==> config.mk <==
export PLATFORM = sky130hd
export DESIGN_NAME = cr_lz77_comp_tile_feeder_flat
export DESIGN_NICKNAME = d
export VERILOG_FILES = /design/src/rtl/cr_lz77_comp_tile_feeder_pkg.sv /design/src/rtl/cr_lz77_comp_tile_feeder_if.sv /design/src/rtl/cr_lz77_comp_byte_packer.sv /design/src/rtl/cr_lz77_comp_tile_feeder.sv /design/src/flat_wrapper.sv
export SDC_FILE = /design/constraint.sdc
export NUM_CORES = 1
export LEC_CHECK = 0
export ABC_AREA = 0
export CAP_MARGIN = 10
export CORE_MARGIN = 5
export CORE_UTILIZATION = 30
export DETAILED_ROUTE_END_ITERATION = 10
export GPL_TIMING_DRIVEN = 0
export SYNTH_ARGS = -nofsm -noshare
export SYNTH_HDL_FRONTEND = slang
export SYNTH_SLANG_ARGS = --single-unit
==> constraint.sdc <==
create_clock -name clk -period 4.5 [get_ports clk]
set_input_delay 0.45 -clock clk [delete_from_list [all_inputs] [get_ports clk]]
set_output_delay 0.45 -clock clk [all_outputs]
set_load 0.01 [all_outputs]
==> src/rtl/cr_lz77_comp_tile_feeder_pkg.sv <==
// Shared types and helpers for the LZ77 compare-tile feeder.
// Frame sequencing states, accumulator sizing and byte-valid popcount.
package cr_lz77_comp_feed_pkg;

    localparam int FEED_IN_BYTES = 4;
    // Worst case holds IN_BYTES-1 leftover bytes plus one full incoming beat.
    localparam int ACC_BYTES     = 2*FEED_IN_BYTES-1;

    typedef enum logic [2:0] {IDLE, PREFIX, DATA, FLUSH, DRAIN} feed_state_e;

    function automatic int unsigned popcount(input logic [31:0] v);
        int unsigned n;
        n = 0;
        for (int i = 0; i < 32; i++) n += {31'd0, v[i]};
        return n;
    endfunction

endpackage

==> src/rtl/cr_lz77_comp_tile_feeder_if.sv <==
// Upstream, prefix and tile-side signals of the LZ77 tile feeder.
// slave = feeder, master = whatever drives the byte stream and observes the tile controls.
interface cr_lz77_comp_tile_feeder_if #(
    parameter int IN_BYTES   = 4,
    parameter int SHIFT_MULT = 4
);
    localparam int PH_W = (SHIFT_MULT > 1) ? $clog2(SHIFT_MULT) : 1;

    logic                    frame_start;
    logic                    frame_has_pfx;
    logic [IN_BYTES*8-1:0]   pfx_data;
    logic                    pfx_vld;
    logic                    pfx_last;
    logic                    pfx_rdy;
    logic [IN_BYTES*8-1:0]   up_data;
    logic [IN_BYTES-1:0]     up_vld;
    logic                    up_eof;
    logic                    up_rdy;
    logic [IN_BYTES*8-1:0]   lz77_tile_data;
    logic [IN_BYTES-1:0]     lz77_tile_data_vld;
    logic [IN_BYTES*8-1:0]   lz77_tile_prefix_data;
    logic [IN_BYTES-1:0]     lz77_tile_prefix_data_vld;
    logic                    input_en;
    logic                    shift_en;
    logic                    prefix_en;
    logic                    me_tile_enable;
    logic [PH_W-1:0]         shift_start_phase;
    logic                    cl_ti_clr_valid;
    logic                    frame_done;
    logic                    err_start_busy;

    modport master (
        output frame_start, frame_has_pfx, pfx_data, pfx_vld, pfx_last, up_data, up_vld, up_eof,
        input  pfx_rdy, up_rdy, lz77_tile_data, lz77_tile_data_vld, lz77_tile_prefix_data,
               lz77_tile_prefix_data_vld, input_en, shift_en, prefix_en, me_tile_enable,
               shift_start_phase, cl_ti_clr_valid, frame_done, err_start_busy
    );

    modport slave (
        input  frame_start, frame_has_pfx, pfx_data, pfx_vld, pfx_last, up_data, up_vld, up_eof,
        output pfx_rdy, up_rdy, lz77_tile_data, lz77_tile_data_vld, lz77_tile_prefix_data,
               lz77_tile_prefix_data_vld, input_en, shift_en, prefix_en, me_tile_enable,
               shift_start_phase, cl_ti_clr_valid, frame_done, err_start_busy
    );

endinterface

==> src/rtl/cr_lz77_comp_byte_packer.sv <==
// Byte accumulator: appends ragged beats behind the held bytes and drops the emitted word.
// Bytes at or above acc_cnt are always zero, so a partial word needs no extra masking.
module cr_lz77_comp_byte_packer
    import cr_lz77_comp_feed_pkg::*;
#(
    parameter int IN_BYTES = FEED_IN_BYTES,
    parameter int ACC_B    = ACC_BYTES,
    parameter int CNT_W    = $clog2(ACC_B+1)
) (
    input  logic                  clk,
    input  logic                  rst,
    input  logic                  accept,
    input  logic [IN_BYTES*8-1:0] in_data,
    input  logic [CNT_W-1:0]      in_cnt,
    input  logic                  emit_full,
    input  logic                  emit_part,
    output logic [CNT_W-1:0]      acc_cnt,
    output logic [CNT_W-1:0]      acc_cnt_nxt,
    output logic [IN_BYTES*8-1:0] word
);
    localparam int ACC_W = ACC_B*8;

    logic [ACC_W-1:0]      acc_data;
    logic [ACC_W-1:0]      acc_data_nxt;
    logic [ACC_W-1:0]      shifted;
    logic [ACC_W-1:0]      incoming;
    logic [IN_BYTES*8-1:0] in_masked;
    logic [CNT_W-1:0]      n_emit;
    logic [CNT_W-1:0]      base;

    always_comb begin
        n_emit = '0;
        if (emit_full)      n_emit = CNT_W'(IN_BYTES);
        else if (emit_part) n_emit = acc_cnt;
        base = acc_cnt - n_emit;

        in_masked = '0;
        for (int i = 0; i < IN_BYTES; i++)
            if (CNT_W'(i) < in_cnt) in_masked[i*8 +: 8] = in_data[i*8 +: 8];

        shifted  = acc_data >> {n_emit, 3'b000};
        incoming = '0;
        if (accept) incoming = ACC_W'(in_masked) << {base, 3'b000};
        acc_data_nxt = shifted | incoming;
        acc_cnt_nxt  = base + (accept ? in_cnt : '0);
    end

    assign word = acc_data[IN_BYTES*8-1:0];

    always_ff @(posedge clk) begin
        if (rst) begin
            acc_data <= '0;
            acc_cnt  <= '0;
        end else begin
            acc_data <= acc_data_nxt;
            acc_cnt  <= acc_cnt_nxt;
        end
    end

endmodule

==> src/rtl/cr_lz77_comp_tile_feeder.sv <==
// LZ77 tile feeder: frame FSM, emit gap / phase / drain counters and registered tile controls.
// Every output is a flop so the first tile sees clean strobes.
module cr_lz77_comp_tile_feeder
    import cr_lz77_comp_feed_pkg::*;
#(
    parameter int IN_BYTES     = FEED_IN_BYTES,
    parameter int SHIFT_MULT   = 4,
    parameter int MIN_GAP      = 1,
    parameter int DRAIN_CYCLES = 8
) (
    input  logic                       clk,
    input  logic                       rst,
    cr_lz77_comp_tile_feeder_if.slave  bus
);
    localparam int ACC_B = 2*IN_BYTES-1;
    localparam int CNT_W = $clog2(ACC_B+1);
    localparam int PH_W  = (SHIFT_MULT > 1) ? $clog2(SHIFT_MULT) : 1;
    localparam int GAP_W = (MIN_GAP > 1) ? $clog2(MIN_GAP) : 1;
    localparam int DR_W  = $clog2(DRAIN_CYCLES+1);

    feed_state_e           state, state_d;
    logic [GAP_W-1:0]      gap_cnt;
    logic [PH_W-1:0]       phase;
    logic [DR_W-1:0]       drain_cnt;
    logic                  up_acc, pfx_acc, emit_ok, emit_full, emit_part;
    logic [CNT_W-1:0]      acc_cnt, acc_cnt_nxt, in_cnt;
    logic [IN_BYTES*8-1:0] word;
    logic [IN_BYTES-1:0]   part_mask;

    cr_lz77_comp_byte_packer #(
        .IN_BYTES (IN_BYTES),
        .ACC_B    (ACC_B),
        .CNT_W    (CNT_W)
    ) u_packer (
        .clk         (clk),
        .rst         (rst),
        .accept      (up_acc),
        .in_data     (bus.up_data),
        .in_cnt      (in_cnt),
        .emit_full   (emit_full),
        .emit_part   (emit_part),
        .acc_cnt     (acc_cnt),
        .acc_cnt_nxt (acc_cnt_nxt),
        .word        (word)
    );

    always_comb begin
        up_acc    = bus.up_rdy & ((|bus.up_vld) | bus.up_eof);
        pfx_acc   = bus.pfx_vld & bus.pfx_rdy;
        in_cnt    = CNT_W'(popcount(32'(bus.up_vld)));
        emit_ok   = ((state == DATA) || (state == FLUSH)) && (gap_cnt == '0);
        emit_full = emit_ok && (acc_cnt >= CNT_W'(IN_BYTES));
        // Short words only go out once the frame has ended; in DATA they wait for more bytes.
        emit_part = emit_ok && (state == FLUSH) && (acc_cnt != '0) && (acc_cnt < CNT_W'(IN_BYTES));
        part_mask = IN_BYTES'((1 << acc_cnt) - 1);

        state_d = state;
        case (state)
            IDLE:    if (bus.frame_start) state_d = bus.frame_has_pfx ? PREFIX : DATA;
            PREFIX:  if (pfx_acc && bus.pfx_last) state_d = DATA;
            DATA:    if (up_acc && bus.up_eof) state_d = FLUSH;
            FLUSH:   if (acc_cnt_nxt == '0) state_d = DRAIN;
            DRAIN:   if (drain_cnt == '0) state_d = IDLE;
            default: state_d = IDLE;
        endcase
    end

    always_ff @(posedge clk) begin
        if (rst) begin
            state                         <= IDLE;
            gap_cnt                       <= '0;
            phase                         <= '0;
            drain_cnt                     <= '0;
            bus.pfx_rdy                   <= 1'b0;
            bus.up_rdy                    <= 1'b0;
            bus.lz77_tile_data            <= '0;
            bus.lz77_tile_data_vld        <= '0;
            bus.lz77_tile_prefix_data     <= '0;
            bus.lz77_tile_prefix_data_vld <= '0;
            bus.input_en                  <= 1'b0;
            bus.shift_en                  <= 1'b0;
            bus.prefix_en                 <= 1'b0;
            bus.me_tile_enable            <= 1'b0;
            bus.shift_start_phase         <= '0;
            bus.cl_ti_clr_valid           <= 1'b0;
            bus.frame_done                <= 1'b0;
            bus.err_start_busy            <= 1'b0;
        end else begin
            state <= state_d;

            if (emit_full || emit_part)  gap_cnt <= GAP_W'(MIN_GAP-1);
            else if (gap_cnt != '0)      gap_cnt <= gap_cnt - 1'b1;

            if (state == IDLE && bus.frame_start) phase <= '0;
            else if (emit_full || emit_part)
                phase <= (phase == PH_W'(SHIFT_MULT-1)) ? '0 : phase + 1'b1;

            // Drain window starts on the cycle the last word is handed to the tile.
            if (state != DRAIN && state_d == DRAIN) drain_cnt <= DR_W'(DRAIN_CYCLES-1);
            else if (state == DRAIN && drain_cnt != '0) drain_cnt <= drain_cnt - 1'b1;

            bus.input_en <= emit_full | emit_part;
            bus.shift_en <= emit_full;
            if (emit_full || emit_part) begin
                bus.lz77_tile_data     <= word;
                bus.lz77_tile_data_vld <= emit_full ? '1 : part_mask;
                bus.shift_start_phase  <= phase;
            end else begin
                bus.lz77_tile_data_vld <= '0;
            end

            bus.prefix_en                 <= pfx_acc;
            bus.lz77_tile_prefix_data_vld <= pfx_acc ? '1 : '0;
            if (pfx_acc) bus.lz77_tile_prefix_data <= bus.pfx_data;

            bus.me_tile_enable  <= (state_d != IDLE);
            bus.pfx_rdy         <= (state_d == PREFIX);
            bus.up_rdy          <= (state_d == DATA) && (acc_cnt_nxt <= CNT_W'(IN_BYTES-1));
            bus.cl_ti_clr_valid <= (state == DRAIN) && (drain_cnt == '0);
            bus.frame_done      <= (state == DRAIN) && (drain_cnt == '0);
            bus.err_start_busy  <= bus.frame_start && (state != IDLE);
        end
    end

endmodule

==> src/flat_wrapper.sv <==
// flat-port wrapper written by rule: the top's interface ports become plain ports
module cr_lz77_comp_tile_feeder_flat import cr_lz77_comp_feed_pkg::*;
#(
    parameter int IN_BYTES     = FEED_IN_BYTES,
    parameter int SHIFT_MULT   = 4,
    parameter int MIN_GAP      = 1,
    parameter int DRAIN_CYCLES = 8
)
  (clk, rst, bus_frame_start, bus_frame_has_pfx, bus_pfx_data, bus_pfx_vld, bus_pfx_last, bus_up_data, bus_up_vld, bus_up_eof, bus_pfx_rdy, bus_up_rdy, bus_lz77_tile_data, bus_lz77_tile_data_vld, bus_lz77_tile_prefix_data, bus_lz77_tile_prefix_data_vld, bus_input_en, bus_shift_en, bus_prefix_en, bus_me_tile_enable, bus_shift_start_phase, bus_cl_ti_clr_valid, bus_frame_done, bus_err_start_busy);
  cr_lz77_comp_tile_feeder_if #(.IN_BYTES(IN_BYTES), .SHIFT_MULT(SHIFT_MULT)) bus_i ();
  input  logic clk;
  input  logic rst;
  input wire logic [$bits(bus_i.frame_start)-1:0] bus_frame_start;
  input wire logic [$bits(bus_i.frame_has_pfx)-1:0] bus_frame_has_pfx;
  input wire logic [$bits(bus_i.pfx_data)-1:0] bus_pfx_data;
  input wire logic [$bits(bus_i.pfx_vld)-1:0] bus_pfx_vld;
  input wire logic [$bits(bus_i.pfx_last)-1:0] bus_pfx_last;
  input wire logic [$bits(bus_i.up_data)-1:0] bus_up_data;
  input wire logic [$bits(bus_i.up_vld)-1:0] bus_up_vld;
  input wire logic [$bits(bus_i.up_eof)-1:0] bus_up_eof;
  output wire logic [$bits(bus_i.pfx_rdy)-1:0] bus_pfx_rdy;
  output wire logic [$bits(bus_i.up_rdy)-1:0] bus_up_rdy;
  output wire logic [$bits(bus_i.lz77_tile_data)-1:0] bus_lz77_tile_data;
  output wire logic [$bits(bus_i.lz77_tile_data_vld)-1:0] bus_lz77_tile_data_vld;
  output wire logic [$bits(bus_i.lz77_tile_prefix_data)-1:0] bus_lz77_tile_prefix_data;
  output wire logic [$bits(bus_i.lz77_tile_prefix_data_vld)-1:0] bus_lz77_tile_prefix_data_vld;
  output wire logic [$bits(bus_i.input_en)-1:0] bus_input_en;
  output wire logic [$bits(bus_i.shift_en)-1:0] bus_shift_en;
  output wire logic [$bits(bus_i.prefix_en)-1:0] bus_prefix_en;
  output wire logic [$bits(bus_i.me_tile_enable)-1:0] bus_me_tile_enable;
  output wire logic [$bits(bus_i.shift_start_phase)-1:0] bus_shift_start_phase;
  output wire logic [$bits(bus_i.cl_ti_clr_valid)-1:0] bus_cl_ti_clr_valid;
  output wire logic [$bits(bus_i.frame_done)-1:0] bus_frame_done;
  output wire logic [$bits(bus_i.err_start_busy)-1:0] bus_err_start_busy;
  assign bus_i.frame_start = bus_frame_start;
  assign bus_i.frame_has_pfx = bus_frame_has_pfx;
  assign bus_i.pfx_data = bus_pfx_data;
  assign bus_i.pfx_vld = bus_pfx_vld;
  assign bus_i.pfx_last = bus_pfx_last;
  assign bus_i.up_data = bus_up_data;
  assign bus_i.up_vld = bus_up_vld;
  assign bus_i.up_eof = bus_up_eof;
  assign bus_pfx_rdy = bus_i.pfx_rdy;
  assign bus_up_rdy = bus_i.up_rdy;
  assign bus_lz77_tile_data = bus_i.lz77_tile_data;
  assign bus_lz77_tile_data_vld = bus_i.lz77_tile_data_vld;
  assign bus_lz77_tile_prefix_data = bus_i.lz77_tile_prefix_data;
  assign bus_lz77_tile_prefix_data_vld = bus_i.lz77_tile_prefix_data_vld;
  assign bus_input_en = bus_i.input_en;
  assign bus_shift_en = bus_i.shift_en;
  assign bus_prefix_en = bus_i.prefix_en;
  assign bus_me_tile_enable = bus_i.me_tile_enable;
  assign bus_shift_start_phase = bus_i.shift_start_phase;
  assign bus_cl_ti_clr_valid = bus_i.cl_ti_clr_valid;
  assign bus_frame_done = bus_i.frame_done;
  assign bus_err_start_busy = bus_i.err_start_busy;
  cr_lz77_comp_tile_feeder #(.IN_BYTES(IN_BYTES), .SHIFT_MULT(SHIFT_MULT), .MIN_GAP(MIN_GAP), .DRAIN_CYCLES(DRAIN_CYCLES)) u_core (.clk(clk), .rst(rst), .bus(bus_i));
endmodule
==> impl_metrics.py <==
metrics = {
    "power": {
        "power_switching_mw": 0.994,
        "seqPwrFrac_pct": 38.9,
        "powerDensity_mw_per_mm2": 348,
        "pwr-share-clk_pct": 43.2,
        "swShare_pct": 28.0,
        "leakage_nw": 3.76,
        "power_mw": 3.54,
        "intPower_mw": 2.55,
        "power_frac_comb_pct": 17.8,
        "peakVddDrop_mv": 0.271,
    },
    "worst_setup_path": {
        "worstSetupPathType": "flip-flop to flip-flop",
        "critPathLaunchType": "flip-flop",
        "path_max_fanout": 17,
        "path_common_cell": "buf_2",
        "crit_required_ns": 4.78,
        "crit_arrival_ns": 4.51,
        "r2r-start": "u_core.state[2]$_SDFF_PP0_",
        "r2r_cells": 13,
        "timing.critical_path.buf_inv": 7,
        "critPathCapture": "u_core.u_packer.acc_data[38]$_SDFF_PP0_",
        "path_cells": "buf_2 > and3b_1 > buf_2 > nand3_1 > clkinvlp_4 > fa_1 > buf_2 > inv_1 > clkbuf_1 > clkbuf_1 > nor3_1 > o311ai_0 > o221ai_1",
        "critPathTopFamily": "buffers and inverters",
        "worstSetupStartpoint": "u_core.state[2]$_SDFF_PP0_",
        "timing.rr.end": "u_core.u_packer.acc_data[38]$_SDFF_PP0_",
        "end_kind": "flip-flop",
        "reg2reg_slack_ns": 0.27,
        "crit_cells": 13,
        "slowest_delay_ns": 0.65,
        "slowest_stage": "fa_1",
    },
    "yosys": {
        "async_flop_share_pct": 0,
        "syn_inst": 925,
        "yosys-top-cells-count": "nand2_1, dfxtp_1, a21oi_1",
        "ys_top_cells_by_area": "dfxtp_1, nand2_1, a21oi_1",
        "synthFlopType": "dfxtp_1",
        "synth_area_mm2": 0.00756,
        "synth_top_area_share_pct": 38.9,
        "syn_area_per_cell_um2": 8.17,
        "ys_ff_latch": 147,
        "yosysSeqAreaShare_pct": 38.9,
        "yosysMostFrequentCell": "nand2_1",
        "ys_warn_count": 0,
        "ys_types": 67,
        "synth_top_cell_by_area": "dfxtp_1",
        "synth_edf_count": 0,
    },
    "cells_and_area": {
        "regArea_mm2": 0.00294,
        "insertedDiodeCount": 0,
        "nFillCells": 2566,
        "stdcell_count": 1443,
        "area_growth_pct": 34.8,
        "fin_area_mm2": 0.0102,
        "final_nets": 1187,
        "multiInputGateArea_mm2": 0.00421,
        "drive_gt1_share_pct": 8.27,
    },
    "global_routing": {
        "antenna_found_initial": 0,
        "grt_busiest_layer": "met2",
        "grt_overflow": 0,
        "grt_usage_pct": 18.8,
        "grt_first_pass_wirelength_mm": 42.8,
        "first_global_vias": 7509,
        "gr-usage-met3_pct": 4.95,
        "use_met1_pct": 26.4,
        "grt_util_met2_pct": 28.8,
        "grt_max_degree": 17,
    },
    "die": {
        "die_w_um": 169,
        "num_rows": 58,
        "die_h_um": 169,
        "ios": 158,
        "initial_core_util_pct": 30.3,
        "dieArea_mm2": 0.0285,
        "core-area_mm2": 0.0250,
    },
    "timing": {
        "hold_viol": 0,
        "setup_viol": 0,
        "layout_min_cycle_time_ns": 4.23,
        "finClkSkew_ns": 0.0129,
        "final_max_slew_viol_count": 0,
        "setup_tns_ns": 0,
        "worst_pin_slew_ns": 0.829,
        "fmax_mhz": 237,
        "rsz0062_at_grt": "no",
        "setup_slack_ns": 0.272,
        "slew_headroom_pct": 44.3,
        "fin_crit_sh_pct": 94.0,
    },
    "drt": {
        "drc_errors": 0,
        "drtIter0Drc": 615,
        "vias": 7633,
        "vias_per_cell": 5.29,
        "ant_nets": 0,
        "finalWirelength_mm": 27.1,
        "dr.pass1.iters": 5,
        "wire_per_inst_um": 18.8,
    },
    "clock_tree": {
        "cts_root_buffer": "clkbuf_16",
        "clk_pin_slew_ns": 0.07,
        "cts_tree": "built",
        "clock-sinks": 147,
        "cts_buffer_depth": 2,
        "h-tree-depth": 4,
        "cts_made_buffers": 17,
        "clkLatencyLatePin_ns": 0.43,
        "postCtsSetupRepairBufs": 0,
    },
    "place": {
        "dp_cells": 1413,
        "globalplace.congestion": 0.916,
        "port_buffers": 156,
        "hpwlAfterDp_mm": 21.0,
        "post-place-ws_ns": -0.115,
        "place_area_mm2": 0.00954,
    },
    "hold_path": {
        "min_path_cells": 2,
        "hold_class": "flip-flop to flip-flop",
        "min-delay-start": "u_core.bus.lz77_tile_prefix_data[31]$_SDFFE_PP0P_",
    },
    "job": {
        "max-cap-violations": 0,
    },
    "outcome": {
        "status": "finished, final reports clean",
    },
}
[metal layers]
metal,routed length (µm),vias to the layer above
li1,-,3687
met1,12600,3554
met2,11800,355
met3,2240,37
met4,386,0
met5,0,-
[layout make-up]
cell class              count  share of cell area, %
repair buffers            157                   15.4
flip-flops and latches    147                   28.9
plain buffers              78                   3.44
multi-input cells         680                   41.3
clock buffers              20                   4.48
well taps                 330                   4.05
inverters                  20                  0.773
clock inverters            11                   1.72
[cell families after synthesis]
kind of cell / after synthesis / share of synthesized area [%]
buffers and inverters: 99 / 5.68
AOI/OAI and AO/OA: 270 / 23.8
and+or+nand+nor: 327 / 19.7
xor gates and xnor gates: 5 / 0.761
DFF: 147 / 38.9
muxes: 65 / 8.94
adders and majority gates: 11 / 2.12
other: 1 / 0.0496
[per-stage QoR]
stage	hold WS, ns	util, %
3_5_place_dp	0.446	38.2
5_1_grt	0.464	40.8
3_3_place_gp	0.442	38.2
4_1_cts	0.455	40.8
2_1_floorplan	0.432	-
6_report	0.452	40.8
[power groups by stage]
stage          Combinational [mW]  Clock (mW)  Sequential [mW]
3_5_place_dp                0.614           0             1.41
4_1_cts                     0.622        1.55             1.38
2_1_floorplan               0.370           0             1.40
6_report                    0.632        1.53             1.38
3_3_place_gp                0.611           0             1.41
5_1_grt                     0.689        1.61             1.38
[worst min-delay path by stage]
stage                                                             end  slack (ns)
finish              u_core.bus.lz77_tile_prefix_data[31]$_SDFFE_PP0P_        0.45
global route        u_core.bus.lz77_tile_prefix_data[31]$_SDFFE_PP0P_        0.46
CTS                 u_core.bus.lz77_tile_prefix_data[31]$_SDFFE_PP0P_        0.45
detailed placement  u_core.bus.lz77_tile_prefix_data[31]$_SDFFE_PP0P_        0.45
global placement    u_core.bus.lz77_tile_prefix_data[23]$_SDFFE_PP0P_        0.44
floorplan                   u_core.bus.lz77_tile_data[3]$_SDFFE_PP0P_        0.43
[sequential cells by signal (all words and copies together), names as in the netlist]
name	flops
u_core.bus.cl_ti_clr_valid	1
u_core.bus.err_start_busy	1
u_core.bus.input_en	1
u_core.bus.lz77_tile_data	32
u_core.bus.lz77_tile_data_vld	4
u_core.bus.lz77_tile_prefix_data	32
u_core.bus.lz77_tile_prefix_data_vld	1
u_core.bus.me_tile_enable	1
u_core.bus.pfx_rdy	1
u_core.bus.shift_en	1
u_core.bus.shift_start_phase	2
u_core.bus.up_rdy	1
u_core.drain_cnt	4
u_core.gap_cnt	1
u_core.phase	2
u_core.state	3
u_core.u_packer.acc_cnt	3
u_core.u_packer.acc_data	56
[cell usage in the layout (no fill, tap or decap), types with 4 or more instances in the layout]
master	Yosys	final
clkbuf_1	46	46
a211oi_1	12	12
clkbuf_16	0	17
a311oi_1	5	5
nor3_1	15	13
and3_1	12	12
o22ai_1	12	12
o21ai_0	25	25
buf_4	10	10
clkdlybuf4s50_1	0	156
o32ai_1	22	22
nand2_1	187	187
a31oi_1	18	18
ha_1	8	8
dfxtp_1	147	147
o221ai_1	9	9
nor2_1	43	43
inv_1	18	18
a41oi_1	4	4
a21oi_1	100	100
nand2b_1	8	8
nor2b_1	10	10
and2_1	11	11
nand3_1	17	17
mux2i_1	45	45
buf_1	7	7
a22oi_1	27	27
mux2_2	20	20
a211o_1	14	14
buf_2	15	16
or3_1	6	6
bufinv_16	0	4
[timing repair]
| item | in CTS | in global routing |
|---|---|---|
| endpoints found under the setup margin | 10 | 22 |
| hold buffers | 0 | 0 |
| gates resized for setup | 2 | 2 |
[worst min-delay path, cell delays in order (launching register included)]
cell and delay (ns):
dfxtp_1 0.31, nand2_1 0.05, a21oi_1 0.05
No activity file was read; power rests on OpenSTA's default activity.
